`src/rtl/mem_resp_align_if.sv`:
```
// Shared request-field types and the handshake bundle for mem_resp_align.
//   memfnt::mem_func_t : ld / st / nm (nm = no memory access)
//   memszt::mem_size_t : b / h / w access size
//   ldextt::load_ext_t : s (sign) / z (zero) load extension
// mem_resp_align_if groups the request, memory-response and writeback
// signals; slave is the tracker side, master the issuing/consuming side.
//   req_*    : request issue handshake and the fields to record
//   mem_*    : in-order response pulse and raw read word
//   wb_*     : valid/ready load writeback
//   st_done  : store retire pulse
//   err_unexp: sticky flag for a response with nothing pending
package memfnt;
  typedef enum logic [1:0] {ld = 2'd0, st = 2'd1, nm = 2'd2} mem_func_t;
endpackage

package memszt;
  typedef enum logic [1:0] {b = 2'd0, h = 2'd1, w = 2'd2} mem_size_t;
endpackage

package ldextt;
  typedef enum logic {s = 1'b0, z = 1'b1} load_ext_t;
endpackage

interface mem_resp_align_if #(parameter int TAG_W = 6) ();
  logic              req_valid;
  logic              req_ready;
  memfnt::mem_func_t req_memfn;
  memszt::mem_size_t req_memsz;
  ldextt::load_ext_t req_ldext;
  logic [1:0]        req_addr_lo;
  logic [TAG_W-1:0]  req_tag;
  logic              mem_resp;
  logic [31:0]       mem_rdata;
  logic              wb_valid;
  logic              wb_ready;
  logic [31:0]       wb_data;
  logic [TAG_W-1:0]  wb_tag;
  logic              st_done;
  logic              err_unexp;

  modport slave (
    input  req_valid, req_memfn, req_memsz, req_ldext, req_addr_lo, req_tag,
    input  mem_resp, mem_rdata, wb_ready,
    output req_ready, wb_valid, wb_data, wb_tag, st_done, err_unexp
  );

  modport master (
    output req_valid, req_memfn, req_memsz, req_ldext, req_addr_lo, req_tag,
    output mem_resp, mem_rdata, wb_ready,
    input  req_ready, wb_valid, wb_data, wb_tag, st_done, err_unexp
  );
endinterface

```
`src/rtl/mem_resp_align.sv`:
```
// mem_resp_align: in-order response tracker for the data-memory port.
// Records every issued ld/st, aligns and extends load data when the
// in-order response arrives, retires stores with a st_done pulse and
// hands load results to the writeback arbiter over valid/ready.
// Ports: clk, rst_n (async active low), bus (mem_resp_align_if.slave).
// Parameters: DEPTH (tracked entries, power of two >= 2), TAG_W.
// Build option: MEM_RESP_ALIGN_BYPASS_EN -- a response that completes the
// head entry is presented in the same cycle instead of one cycle later.

// Load data aligner: picks the addressed byte/half and extends it.
module mem_resp_align_ext (
  input  memszt::mem_size_t sz,
  input  ldextt::load_ext_t ext,
  input  logic [1:0]        lo,
  input  logic [31:0]       rdata,
  output logic [31:0]       data
);
  logic [7:0]  byt;
  logic [15:0] hw;
  logic        sx;

  always_comb begin
    byt  = rdata[7:0];
    case (lo)
      2'd1:    byt = rdata[15:8];
      2'd2:    byt = rdata[23:16];
      2'd3:    byt = rdata[31:24];
      default: byt = rdata[7:0];
    endcase
    // halfword select only looks at the upper address bit
    hw   = lo[1] ? rdata[31:16] : rdata[15:0];
    sx   = (ext == ldextt::s);
    data = rdata;
    case (sz)
      memszt::b: data = {{24{sx & byt[7]}}, byt};
      memszt::h: data = {{16{sx & hw[15]}}, hw};
      default:   data = rdata;
    endcase
  end
endmodule

module mem_resp_align #(
  parameter int DEPTH = 4,
  parameter int TAG_W = 6
) (
  input logic             clk,
  input logic             rst_n,
  mem_resp_align_if.slave bus
);
  localparam int PW = (DEPTH > 1) ? $clog2(DEPTH) : 1;

  typedef struct packed {
    memfnt::mem_func_t fn;
    memszt::mem_size_t sz;
    ldextt::load_ext_t ext;
    logic [1:0]        lo;
    logic [TAG_W-1:0]  tag;
  } ent_t;

  ent_t        ent_q [DEPTH];
  logic [31:0] dat_q [DEPTH];
  logic [DEPTH-1:0] done_q;

  // Pointers carry one extra wrap bit so rsp==wr unambiguously means
  // "nothing pending" even when all DEPTH entries await a response.
  logic [PW:0] wr_q, rsp_q, rd_q;
  logic [PW:0] cnt_q;
  logic        err_q;

  logic [PW-1:0] wr_i, rsp_i, rd_i;
  logic          rdy, push, pending, rsp_hit, head_done, byp, pop, byp_pop;
  logic [31:0]   aligned;

  assign wr_i  = wr_q[PW-1:0];
  assign rsp_i = rsp_q[PW-1:0];
  assign rd_i  = rd_q[PW-1:0];

  // Space is judged on the registered count only; a same-cycle pop does
  // not make room for a push.
  assign rdy     = (cnt_q < (PW+1)'(DEPTH));
  assign push    = bus.req_valid && rdy && (bus.req_memfn != memfnt::nm);
  assign pending = (rsp_q != wr_q);
  assign rsp_hit = bus.mem_resp && pending;
  // Completed entries live in [rd, rsp); an outstanding head is not done.
  assign head_done = (cnt_q != '0) && done_q[rd_i];

  mem_resp_align_ext u_ext (
    .sz    (ent_q[rsp_i].sz),
    .ext   (ent_q[rsp_i].ext),
    .lo    (ent_q[rsp_i].lo),
    .rdata (bus.mem_rdata),
    .data  (aligned)
  );

`ifdef MEM_RESP_ALIGN_BYPASS_EN
  // Response lands on the head entry: present it this cycle.
  assign byp = rsp_hit && (rsp_q == rd_q);
`else
  assign byp = 1'b0;
`endif

  always_comb begin
    bus.wb_valid = 1'b0;
    bus.wb_data  = '0;
    bus.wb_tag   = '0;
    bus.st_done  = 1'b0;
    pop          = 1'b0;
    if (head_done) begin
      if (ent_q[rd_i].fn == memfnt::st) begin
        bus.st_done = 1'b1;
        pop         = 1'b1;
      end else begin
        bus.wb_valid = 1'b1;
        bus.wb_data  = dat_q[rd_i];
        bus.wb_tag   = ent_q[rd_i].tag;
        pop          = bus.wb_ready;
      end
    end else if (byp) begin
      if (ent_q[rd_i].fn == memfnt::st) begin
        bus.st_done = 1'b1;
        pop         = 1'b1;
      end else begin
        bus.wb_valid = 1'b1;
        bus.wb_data  = aligned;
        bus.wb_tag   = ent_q[rd_i].tag;
        pop          = bus.wb_ready;
      end
    end
  end

  // A bypassed entry that retires immediately is never marked done.
  assign byp_pop = byp && pop;

  assign bus.req_ready = rdy;
  assign bus.err_unexp = err_q;

  // Entry payload needs no reset: it is only read once done/bypass says so.
  always_ff @(posedge clk) begin
    if (push) begin
      ent_q[wr_i] <= '{fn:  bus.req_memfn, sz: bus.req_memsz,
                       ext: bus.req_ldext, lo: bus.req_addr_lo,
                       tag: bus.req_tag};
    end
    if (rsp_hit) dat_q[rsp_i] <= aligned;
  end

  always_ff @(posedge clk or negedge rst_n) begin
    if (!rst_n) begin
      wr_q   <= '0;
      rsp_q  <= '0;
      rd_q   <= '0;
      cnt_q  <= '0;
      done_q <= '0;
      err_q  <= 1'b0;
    end else begin
      // push never targets rsp (rsp_hit needs rsp != wr), so no overlap
      if (push) begin
        done_q[wr_i] <= 1'b0;
        wr_q         <= wr_q + 1'b1;
      end
      if (rsp_hit) begin
        if (!byp_pop) done_q[rsp_i] <= 1'b1;
        rsp_q <= rsp_q + 1'b1;
      end
      if (pop) rd_q <= rd_q + 1'b1;
      if (bus.mem_resp && !pending) err_q <= 1'b1;
      cnt_q <= cnt_q + (PW+1)'(push) - (PW+1)'(pop);
    end
  end
endmodule

```
`src/flat_wrapper.sv`:
```
// flat-port wrapper written by rule: the top's interface ports become plain ports
module mem_resp_align_flat 
#(
  parameter int DEPTH = 4,
  parameter int TAG_W = 6
)
  (clk, rst_n, bus_req_valid, bus_req_memfn, bus_req_memsz, bus_req_ldext, bus_req_addr_lo, bus_req_tag, bus_mem_resp, bus_mem_rdata, bus_wb_ready, bus_req_ready, bus_wb_valid, bus_wb_data, bus_wb_tag, bus_st_done, bus_err_unexp);
  mem_resp_align_if #(.TAG_W(TAG_W)) bus_i ();
  input logic clk;
  input logic rst_n;
  input wire logic [$bits(bus_i.req_valid)-1:0] bus_req_valid;
  input wire logic [$bits(bus_i.req_memfn)-1:0] bus_req_memfn;
  input wire logic [$bits(bus_i.req_memsz)-1:0] bus_req_memsz;
  input wire logic [$bits(bus_i.req_ldext)-1:0] bus_req_ldext;
  input wire logic [$bits(bus_i.req_addr_lo)-1:0] bus_req_addr_lo;
  input wire logic [$bits(bus_i.req_tag)-1:0] bus_req_tag;
  input wire logic [$bits(bus_i.mem_resp)-1:0] bus_mem_resp;
  input wire logic [$bits(bus_i.mem_rdata)-1:0] bus_mem_rdata;
  input wire logic [$bits(bus_i.wb_ready)-1:0] bus_wb_ready;
  output wire logic [$bits(bus_i.req_ready)-1:0] bus_req_ready;
  output wire logic [$bits(bus_i.wb_valid)-1:0] bus_wb_valid;
  output wire logic [$bits(bus_i.wb_data)-1:0] bus_wb_data;
  output wire logic [$bits(bus_i.wb_tag)-1:0] bus_wb_tag;
  output wire logic [$bits(bus_i.st_done)-1:0] bus_st_done;
  output wire logic [$bits(bus_i.err_unexp)-1:0] bus_err_unexp;
  assign bus_i.req_valid = bus_req_valid;
  assign bus_i.req_memfn = bus_req_memfn;
  assign bus_i.req_memsz = bus_req_memsz;
  assign bus_i.req_ldext = bus_req_ldext;
  assign bus_i.req_addr_lo = bus_req_addr_lo;
  assign bus_i.req_tag = bus_req_tag;
  assign bus_i.mem_resp = bus_mem_resp;
  assign bus_i.mem_rdata = bus_mem_rdata;
  assign bus_i.wb_ready = bus_wb_ready;
  assign bus_req_ready = bus_i.req_ready;
  assign bus_wb_valid = bus_i.wb_valid;
  assign bus_wb_data = bus_i.wb_data;
  assign bus_wb_tag = bus_i.wb_tag;
  assign bus_st_done = bus_i.st_done;
  assign bus_err_unexp = bus_i.err_unexp;
  mem_resp_align #(.DEPTH(DEPTH), .TAG_W(TAG_W)) u_core (.clk(clk), .rst_n(rst_n), .bus(bus_i));
endmodule
```
`config.mk`:
```
export PLATFORM = sky130hd
export DESIGN_NAME = mem_resp_align_flat
export DESIGN_NICKNAME = d
export VERILOG_FILES = /design/src/rtl/mem_resp_align_if.sv /design/src/rtl/mem_resp_align.sv /design/src/flat_wrapper.sv
export SDC_FILE = /design/constraint.sdc
export NUM_CORES = 1
export LEC_CHECK = 0
export BUFFER_PORTS_ARGS = -buffer_cell sky130_fd_sc_hd__clkbuf_2
export CAP_MARGIN = 30
export CORE_MARGIN = 2
export CORE_UTILIZATION = 40
export DETAILED_ROUTE_END_ITERATION = 6
export GPL_ROUTABILITY_DRIVEN = 1
export SLEW_MARGIN = 20
export SYNTH_ARGS = -nofsm -noshare
export SYNTH_HDL_FRONTEND = slang
export SYNTH_SLANG_ARGS = --single-unit
```
`constraint.sdc`:
```
create_clock -name clk -period 4 [get_ports clk]
set_clock_uncertainty 0.15 [all_clocks]
set_input_delay 0.6 -clock clk [delete_from_list [all_inputs] [get_ports clk]]
set_output_delay 0.6 -clock clk [all_outputs]
set_load 0.02 [all_outputs]
```
# Word-level counts from Yosys, hierarchy flattened
# Memories as Yosys holds them, arrays and structs flattened.
# Index checks and enable logic that the tools add are counted.
dict set report totals {
  ff_bits 17
  ram_bits 180
  in_bits 50
  output_inout_bits 42
  elab_cells 67
  mem_count 2
}
dict set report op_classes {
  n_addsub 5
  order_cmp 6
  n_eq_ne 7
  mux 25
  n_bitwise 6
  reduce_logical 10
}
# memory depth word_bits read_ports rd_clocked_by_memory_dff write_ports line_no
set mem_list {}
lappend mem_list {u_core.dat_q 4 32 1 0 1 mem_resp_align.sv:61} ;# logic [31:0] dat_q [DEPTH];
lappend mem_list {u_core.ent_q 4 13 2 0 1 mem_resp_align.sv:60} ;# ent_t ent_q [DEPTH];
# op n
set op_table {}
lappend op_table {{$mux W32} 2}
lappend op_table {{$pmux W32 S2} 1}
lappend op_table {{$pmux W8 S3} 1}
lappend op_table {{$mux W16} 1}
lappend op_table {{$mux W1} 13}
lappend op_table {{$mux W6} 2}
lappend op_table {{$add A3 B1 Y3 const B} 3}
lappend op_table {{$lt A2 B3 Y1 const B} 3}
lappend op_table {{$mux W4} 2}
lappend op_table {{$logic_and A1 B1 Y1} 7}
lappend op_table {{$eq A2 B1 Y1 const B} 3}
lappend op_table {{$and A4 B4 Y4} 1}
lappend op_table {{$demux W1 S2} 2}
lappend op_table {{$eq A2 B2 Y1 const B} 2}
lappend op_table {{$ge A2 B1 Y1 const B} 2}
lappend op_table {{$not A4 Y4} 1}
lappend op_table {{$or A4 B4 Y4} 1}
lappend op_table {{$add A3 B1 Y3} 1}
lappend op_table {{$lt A3 B3 Y1 const B} 1}
lappend op_table {{$ne A3 B3 Y1} 1}
lappend op_table {{$reduce_bool A3 Y1} 1}
lappend op_table {{$sub A3 B1 Y3} 1}
lappend op_table {{$and A1 B1 Y1} 2}
lappend op_table {{$bmux W1 S2} 1}
lappend op_table {{4 further kinds} 4}

# Longest topological paths before layout
# Gate-level depths: netlist of the first run.
dict set report depth {
  depth_word 9
  depth_mapped 11
  depth_no_buf 10
}

# Hierarchy
# A second synthesis of the first run with hierarchy kept.
dict set report hier_totals {
  hier_cells 508
  area_unflattened_um2 8698.3
}
# module instances cells_per_inst area_per_inst_um2 seq_area_each_um2
set by_module_without_submodules {}
lappend by_module_without_submodules {mem_resp_align 1 375 7714.9 5805.6}
lappend by_module_without_submodules {mem_resp_align_ext 1 133 983.4 0.0}

# Worst setup path before layout of the first run
# No wires, ideal clock.
dict set report synth_timing {
  path_kind {register -> register}
  from {reg u_core.rd_q[0]}
  to {reg u_core.cnt_q[2]}
  setup_ns 0.123
  arrival_time_ns 2.419
  t_required_ns 3.727
  setup_slack_ns 1.308
  path_stages_with_launch 11
  n_path_buf 1
  synth_period_minus_slack_ns 2.692
  path_cell_list {dfrtp_1 -> clkbuf_1 -> mux4_2 -> a21oi_1 -> ha_1 -> inv_1 -> ha_1 -> inv_1 -> fa_1 -> xnor2_1 -> xnor2_1}
}
dict set report synth_via {
  elab_chain_cells 5
  word_cells_on_any_way 8
  cone_classes {1 x add/sub; 1 x eq/ne; 4 x mux; 1 x reduce/logical; 1 x memory}
}
# item line_no
set synth_rtl {}
lappend synth_rtl {{start: declaration} mem_resp_align.sv:66} ;# logic [PW:0] wr_q, rsp_q, rd_q;
lappend synth_rtl {{start signal: assignment} mem_resp_align.sv:165} ;# if (pop) rd_q <= rd_q + 1'b1;
lappend synth_rtl {{$mem_v2 Z4 W13 / $bmux W1 S2 (equally long branches)} n/a}
lappend synth_rtl {{$eq A2 B1 Y1 / $mux W1 (equally long branches)} {mem_resp_align.sv:109, mem_resp_align.sv:85}}
lappend synth_rtl {{$mux W1 / $logic_and A1 B1 Y1 (equally long branches)} {mem_resp_align.sv:109, mem_resp_align.sv:85}}
lappend synth_rtl {{$mux W1 (*)} mem_resp_align.sv:108} ;# if (head_done) begin
lappend synth_rtl {{named net u_core.pop} mem_resp_align.sv:71} ;# logic rdy, push, pending, rsp_hit, head_done, byp, pop, byp_pop;
lappend synth_rtl {{$sub A3 B1 Y3 (*)} mem_resp_align.sv:167} ;# cnt_q <= cnt_q + (PW+1)'(push) - (PW+1)'(pop);
lappend synth_rtl {{end signal: assignment} mem_resp_align.sv:167}
lappend synth_rtl {{end: declaration} mem_resp_align.sv:67} ;# logic [PW:0] cnt_q;
# The timed path passes the listed nets; every way through them passes the cells marked *. The select of a mux whose other input is x is not followed.
# A chain may end at the register's enable or synchronous reset.

# Final worst setup path of the first run
dict set report layout_timing {
  from {reg u_core.rd_q[0]}
  to {out bus_wb_data[16]}
}
dict set report layout_via {
  elab_chain_cells 4
  word_cells_on_any_way 8
  cone_classes {1 x eq/ne; 4 x mux; 1 x reduce/logical; 2 x memory}
}
# item line_no
set layout_rtl {}
lappend layout_rtl {{$mem_v2 Z4 W13 / $bmux W1 S2 (equally long branches)} n/a}
lappend layout_rtl {{$eq A2 B1 Y1 / $mux W1 (equally long branches)} {mem_resp_align.sv:109, mem_resp_align.sv:85}}
lappend layout_rtl {{$mux W32 / $logic_and A1 B1 Y1 (equally long branches)} {mem_resp_align.sv:109, mem_resp_align.sv:85}}
lappend layout_rtl {{$mux W32 (*)} mem_resp_align.sv:108}
lappend layout_rtl {{end: declaration} flat_wrapper.sv:22} ;# output wire logic [$bits(bus_i.wb_data)-1:0] bus_wb_data;
# Every way passes the cells marked *; elsewhere a longest branch is shown, timed or not. The select of a mux whose other input is x is not followed.

==> flow_summary_export.csv, run 1 <==
group,metric,value,unit
floorplan,die-area,22300,um^2
sta,fin_crit_sh,0.830,
logic_synthesis,syn_inst,459,
logic_synthesis,synth_edf_count,180,
placed_design,hpwl,11600,um
cts,cts_setup_buffers,0,
placed_design,numPortBuffers,91,
critical_path,endpoint_kind,"output pin",
route,wl_per_cell,21.3,um
logic_synthesis,ys_ff_latch,196,
floorplan,die_h,149,um
floorplan,die_w,149,um
floorplan,pin_count,92,
logic_synthesis,synth_area,8430,um^2
global_routing,grt_remaining_overflow,0,
route,wl_met3,1140,um
route,drtIter0Drc,333,
run_status,status,"finished, final reports clean",
logic_synthesis,synth_top_cell_by_area,"edfxtp_1",
global_routing,grt_max_degree,38,
power,ir_worst_vdd,507,uV
sta,tightest_slew,0.693,ns
route,detail-route-antenna-nets,0,
sta,holdWs,0.240,ns
global_routing,grt_use_total,0.168,
cts,cts_buffers,17,
cts,cts_max_level,4,
sta,setup_viol,0,
logic_synthesis,yosysMostFrequentCell,"edfxtp_1",
floorplan,floorplan.initialDensity,0.405,
critical_path,cp.arrival,2.57,ns
global_routing,grt_pass1_wl,27300,um
layout,area_growth,16.2,%
sta,hold_violations,0,
global_routing,antenna_found_initial,2,
logic_synthesis,synthArstFlopShare,0.0816,
logic_synthesis,netlist_top_cells_count,"edfxtp_1 (180), mux4_2 (44), nor2b_1 (38)",
sta,report.final.slew_viol_count,0,
route,met2_wirelength,9140,um
route,via_count,4508,
route,highest_layer,"met5",
critical_path,crit_type,"reg -> out",
cts,clk_pin_slew,0.07,ns
logic_synthesis,synth_top_area_share,0.641,
hold_path,hold_class,"in -> reg",
global_routing,grt_pass1_vias,4765,
placed_design,pre_cts_slack,0.854,ns
layout,drive_above_1_share,0.344,
power,p_total,8.63,mW
logic_synthesis,avgSynthCellArea,18.4,um^2
route,drt-met1-wl,7500,um
layout,fillers,1772,
placed_design,dpl-instance-area,9180,um^2
cts,cts_tree,"done",
power,p_leak,3.59,nW
logic_synthesis,yosys_most_used_dff,"edfxtp_1",
run,drv_cap,0,
logic_synthesis,ys_types,45,
power,power_density,881,nW/um^2
logic_synthesis,ys_warn_count,0,
floorplan,rows,53,
route,vias_per_cell,5.35,
layout,design_area,9790,um^2
placed_design,globalplace.congestion,0.760,
sta,tns,0,ns
cts,clkSinkCount,196,
sta,layout_min_cycle_time,3.32,ns
route,drc,0,
logic_synthesis,ys_seq_area_frac,0.689,
route,first_pass_iters,4,
sta,timing.final.ws_setup,0.681,ns
layout,fin_nets,615,
sta,rsz0062_at_grt,"no",
sta,fmax,301,MHz
logic_synthesis,synth_area_leaders,"edfxtp_1 (64%), mux4_2 (12%), dfrtp_1 (4.7%)",
critical_path,crit_path_start_kind,"flip-flop",
logic_synthesis,syn-num-nets,520,
critical_path,crit_required,3.25,ns
route,drt_wl_total,18000,um
sta,maxSlewHeadroom,0.538,
floorplan,core_area,20800,um^2
cts,ctsLongestPathBuffers,2,
cts,clock-root-buffer,"clkbuf_16",
critical_path,worstPathMaxFanout,33,
cts,clk_latency,0.43,ns
==> state kept, by name, summed over array words and instances (netlist names) <==
signal,count
u_core.dat_q,128
u_core.ent_q,52
u_core.done_q,4
u_core.cnt_q,3
u_core.rsp_q,3
u_core.wr_q,3
u_core.rd_q,2
u_core.bus.err_unexp,1
==> cells by family after synthesis <==
kind of cell | after synthesis | synth area share
XOR/XNOR | 11 | 0.0114
buffers and inverters | 46 | 0.0266
adder cells (fa/ha/maj) | 11 | 0.0172
multiplexers | 60 | 0.141
flip-flops | 196 | 0.689
AO/OA/AOI/OAI | 58 | 0.0573
AND/OR/NAND/NOR | 77 | 0.0574
==> final cells by class <==
type,instances,area (um^2),area share
antenna,1,2.50,0.000256
clock buffer,19,433,0.0442
clock inverter,13,168,0.0171
inverter,18,67.6,0.00690
multi-input combinational,217,2400,0.245
sequential,196,5810,0.593
tap,275,344,0.0351
timing repair buffer,104,568,0.0580
==> worst max-delay path, stage by stage (launching register included) <==
cell	delay, ns
dfrtp_2	0.55
buf_4	0.62
mux4_2	0.63
nor2b_1	0.15
clkbuf_2	0.16
==> metrics by stage <==
stage	utilization	cells
2_1_floorplan	-	459
3_3_place_gp	0.441	809
3_5_place_dp	0.441	809
4_1_cts	0.470	842
5_1_grt	0.470	842
6_report	0.470	843
==> worst paths after layout <==
path | cells after the start | to | from | slack, ns
setup / recovery | 4 | bus_wb_data[16] | u_core.rd_q[0] | 0.68
hold reg to reg | 1 | u_core.bus.err_unexp | u_core.bus.err_unexp | 0.34
min in group asynchronous | 2 | u_core.rsp_q[0] | rst_n | 0.48
hold / removal | 1 | u_core.ent_q[1][10] | bus_req_memsz[1] | 0.24
max in group asynchronous | 2 | u_core.rd_q[0] | rst_n | 2.88
setup reg to reg | 6 | u_core.dat_q[0][13] | u_core.rsp_q[0] | 0.80
==> cells in the final DEF, fill, tap and decap left out, types with 5 or more instances in the layout <==
cell type,Yosys,layout
inv_1,18,18
mux2_2,5,5
mux4_2,44,44
nand2b_1,13,12
o32ai_1,6,6
nor2b_1,38,38
inv_6,0,6
dfrtp_1,16,14
a21oi_1,7,7
xnor2_1,10,10
clkbuf_16,0,17
o22a_1,7,7
edfxtp_1,180,180
buf_4,0,11
mux2i_1,8,8
a211o_1,16,16
ha_1,10,10
nand2_1,11,11
clkbuf_2,0,91
==> report_power, final <==
group	switching (mW)	internal, mW
clock	0.745	0.994
sequential	0.211	3.07
combinational	2.15	1.45
==> routing by layer <==
metal | vias to the layer above | GRT usage
met5 | - | 0
met4 | 2 | 0.0390
met3 | 16 | 0.0440
met2 | 141 | 0.287
met1 | 2336 | 0.215
li1 | 2013 | -
==> what timing repair did <==
action / in CTS / in global routing
resized for setup: 0 / 0
hold endpoints to repair: 16 / 0
hold buffers: 1 / 0
Note: power is estimated with default switching activity, not from simulation.
==> inputs of run 2 (changes only) <==
==> constraint.sdc (replaced) <==
create_clock -name clk -period 3.2 [get_ports clk]
set_clock_uncertainty 0.15 [all_clocks]
set_input_delay 0.48 -clock clk [delete_from_list [all_inputs] [get_ports clk]]
set_output_delay 0.48 -clock clk [all_outputs]
set_load 0.02 [all_outputs]
==> run 2 against run 1 <==
Clock-buffer cell count down 2. Utilization about the same. Flip-flop and latch count unchanged. Combinational power increased by 27%. Largest power group unchanged. Setup slack worse by 0.47 ns. Register-to-register slack lost 0.43 ns. Largest cell class unchanged. Routed wire length about the same.
==> flow_summary_export.csv, run 2 (synthesis gave the netlist of run 1 again) <==
group,metric,value,unit
layout,area_growth,16.1,%
critical_path,cpPeakStageDelay,0.52,ns
global_routing,grt_pass1_wl,27100,um
critical_path,worstPathMaxFanout,25,
power,clkPwrFrac,0.186,
hold_path,min-delay-start,"bus_req_tag[2]",
critical_path,ff2ff_setup_slack,0.37,ns
route,wl_per_cell,21.3,um
critical_path,crit_path_start_kind,"flip-flop",
sta,setup_viol,0,
run_status,status,"finished, final reports clean",
floorplan,rows,53,
power,power_density,1090,nW/um^2
route,drt_wl_total,18000,um
sta,tightest_slew,0.740,ns
sta,hold_violations,0,
sta,rsz0062_at_grt,"no",
global_routing,grt_remaining_overflow,0,
critical_path,crit_type,"reg -> out",
layout,fillers,1791,
power,switching_share,0.370,
cts,cts_setup_buffers,0,
cts,clock-root-buffer,"clkbuf_16",
layout,multi_input_area,2400,um^2
hold_path,whs_endpoint,"u_core.ent_q[3][2]",
global_routing,grt_max_degree,41,
power,power_frac_comb,0.430,
route,detail-route-antenna-nets,0,
route,first_pass_iters,5,
layout,top_register,"u_core.dat_q",
floorplan,core_area,20800,um^2
floorplan,die_h,149,um
floorplan,pin_count,92,
placed_design,globalplace.congestion,0.786,
sta,report.final.slew_viol_count,0,
critical_path,crit_chain,"mux4_2, o31ai_1, nand2b_2, buf_4, nor2b_1, clkbuf_2",
cts,ctsLongestPathBuffers,2,
power,ir_worst_vdd,516,uV
global_routing,antenna_found_initial,1,
hold_path,worstHoldPathCells,1,
power,p_leak,3.58,nW
power,pwr-share-seq,0.384,
power,p_int,6.69,mW
sta,fin_crit_sh,0.934,
layout,final_cell_mix,"edfxtp_1 (180), clkbuf_2 (91), mux4_2 (44), nor2b_1 (38), inv_1 (18)",
cts,cts_buffers,17,
layout,final_common_cell,"edfxtp_1",
critical_path,crit_required,2.57,ns
route,drtIter0Drc,232,
cts,cts_max_level,4,
power,p_total,10.6,mW
placed_design,pre_cts_slack,0.357,ns
critical_path,cp.arrival,2.36,ns
cts,clkSinkCount,196,
global_routing,grt_pass1_vias,4689,
sta,layout_min_cycle_time,2.99,ns
sta,tns,0,ns
floorplan,floorplan.initialDensity,0.405,
sta,timing.final.ws_setup,0.211,ns
global_routing,grt_use_total,0.168,
power,switchingPower,3.93,mW
route,vias_per_cell,5.33,
critical_path,endpoint_kind,"output pin",
layout,largest_register_ffs,128,
cts,clk_pin_slew,0.07,ns
run,drv_cap,0,
layout,top_regs,"u_core.dat_q: 128 flops, u_core.ent_q: 52 flops, u_core.done_q: 4 flops",
critical_path,regToRegStartpoint,"u_core.rsp_q[0]",
critical_path,r2r_cells,6,
layout,fin_nets,617,
layout,ff_latch_area,5810,um^2
cts,cts_tree,"done",
route,drc,0,
critical_path,regToRegEndpoint,"u_core.dat_q[0][13]",
floorplan,die-area,22300,um^2
critical_path,crit_slowest_cell,"mux4_2",
route,via_count,4502,
placed_design,hpwl,11600,um
layout,drive_above_1_share,0.347,
sta,maxSlewHeadroom,0.505,
hold_path,hold_class,"in -> reg",
placed_design,numPortBuffers,91,
sta,fmax,335,MHz
cts,clk_latency,0.43,ns
floorplan,die_w,149,um
sta,holdWs,0.115,ns
run 2: how the worst max path moves through the flow:
stage / startpoint / end / slack [ns]
6_report: u_core.rd_q[0] / bus_wb_data[29] / 0.21
5_1_grt: u_core.rd_q[0] / bus_wb_data[29] / 0.06
4_1_cts: u_core.rd_q[0] / bus_wb_data[7] / 0.18
3_5_place_dp: u_core.rsp_q[0] / u_core.dat_q[0][13] / 0.36
3_3_place_gp: u_core.rsp_q[0] / u_core.dat_q[0][21] / 0.23
2_1_floorplan: u_core.rd_q[0] / u_core.cnt_q[2] / 0.51
run 2: power groups by stage:
stage / clock network, mW / logic (mW) / registers, mW
finish: 1.97 / 4.57 / 4.08
CTS: 2.02 / 4.66 / 4.09
floorplan: 0 / 3.34 / 4.03
global route: 2.11 / 4.99 / 4.14
detailed placement: 0 / 4.64 / 4.14
global placement: 0 / 4.56 / 4.10
run 2: area by class of cell:
class                   count  share of cell area
clock buffers              17              0.0435
multi-input cells         217               0.246
well taps                 275              0.0352
diodes                      2            0.000512
clock inverters            13              0.0123
inverters                  18             0.00691
repair buffers            106              0.0625
flip-flops and latches    196               0.594
run 2: critical path, delay by kind of cell, from the launching register on:
kind | cells | cell delay, ns
multiplexers | 1 | 0.52
flip-flops | 1 | 0.42
buffers and inverters | 2 | 0.51
AO/OA/AOI/OAI | 1 | 0.13
AND/OR/NAND/NOR | 2 | 0.35
run 2: layer usage:
| layer | track usage | vias up | wire length [um] |
|---|---|---|---|
| met5 | 0 | - | 0 |
| met4 | 0.0438 | 0 | 178 |
| met3 | 0.0529 | 15 | 1270 |
| met2 | 0.285 | 152 | 9230 |
| met1 | 0.210 | 2309 | 7300 |
| li1 | - | 2026 | - |
run 2: stage by stage:
stage               std cells  instance area [um^2]   util
floorplan                 459                  8430      -
global placement          810                  9210  0.442
detailed placement        811                  9220  0.443
CTS                       842                  9780  0.470
global route              842                  9780  0.470
finish                    844                  9780  0.470
run 2: what timing repair did:
item,CTS,global route
hold buffers,1,0
endpoints found under the hold margin,16,0
gates resized for setup,1,0
endpoints found under the setup margin,1,0
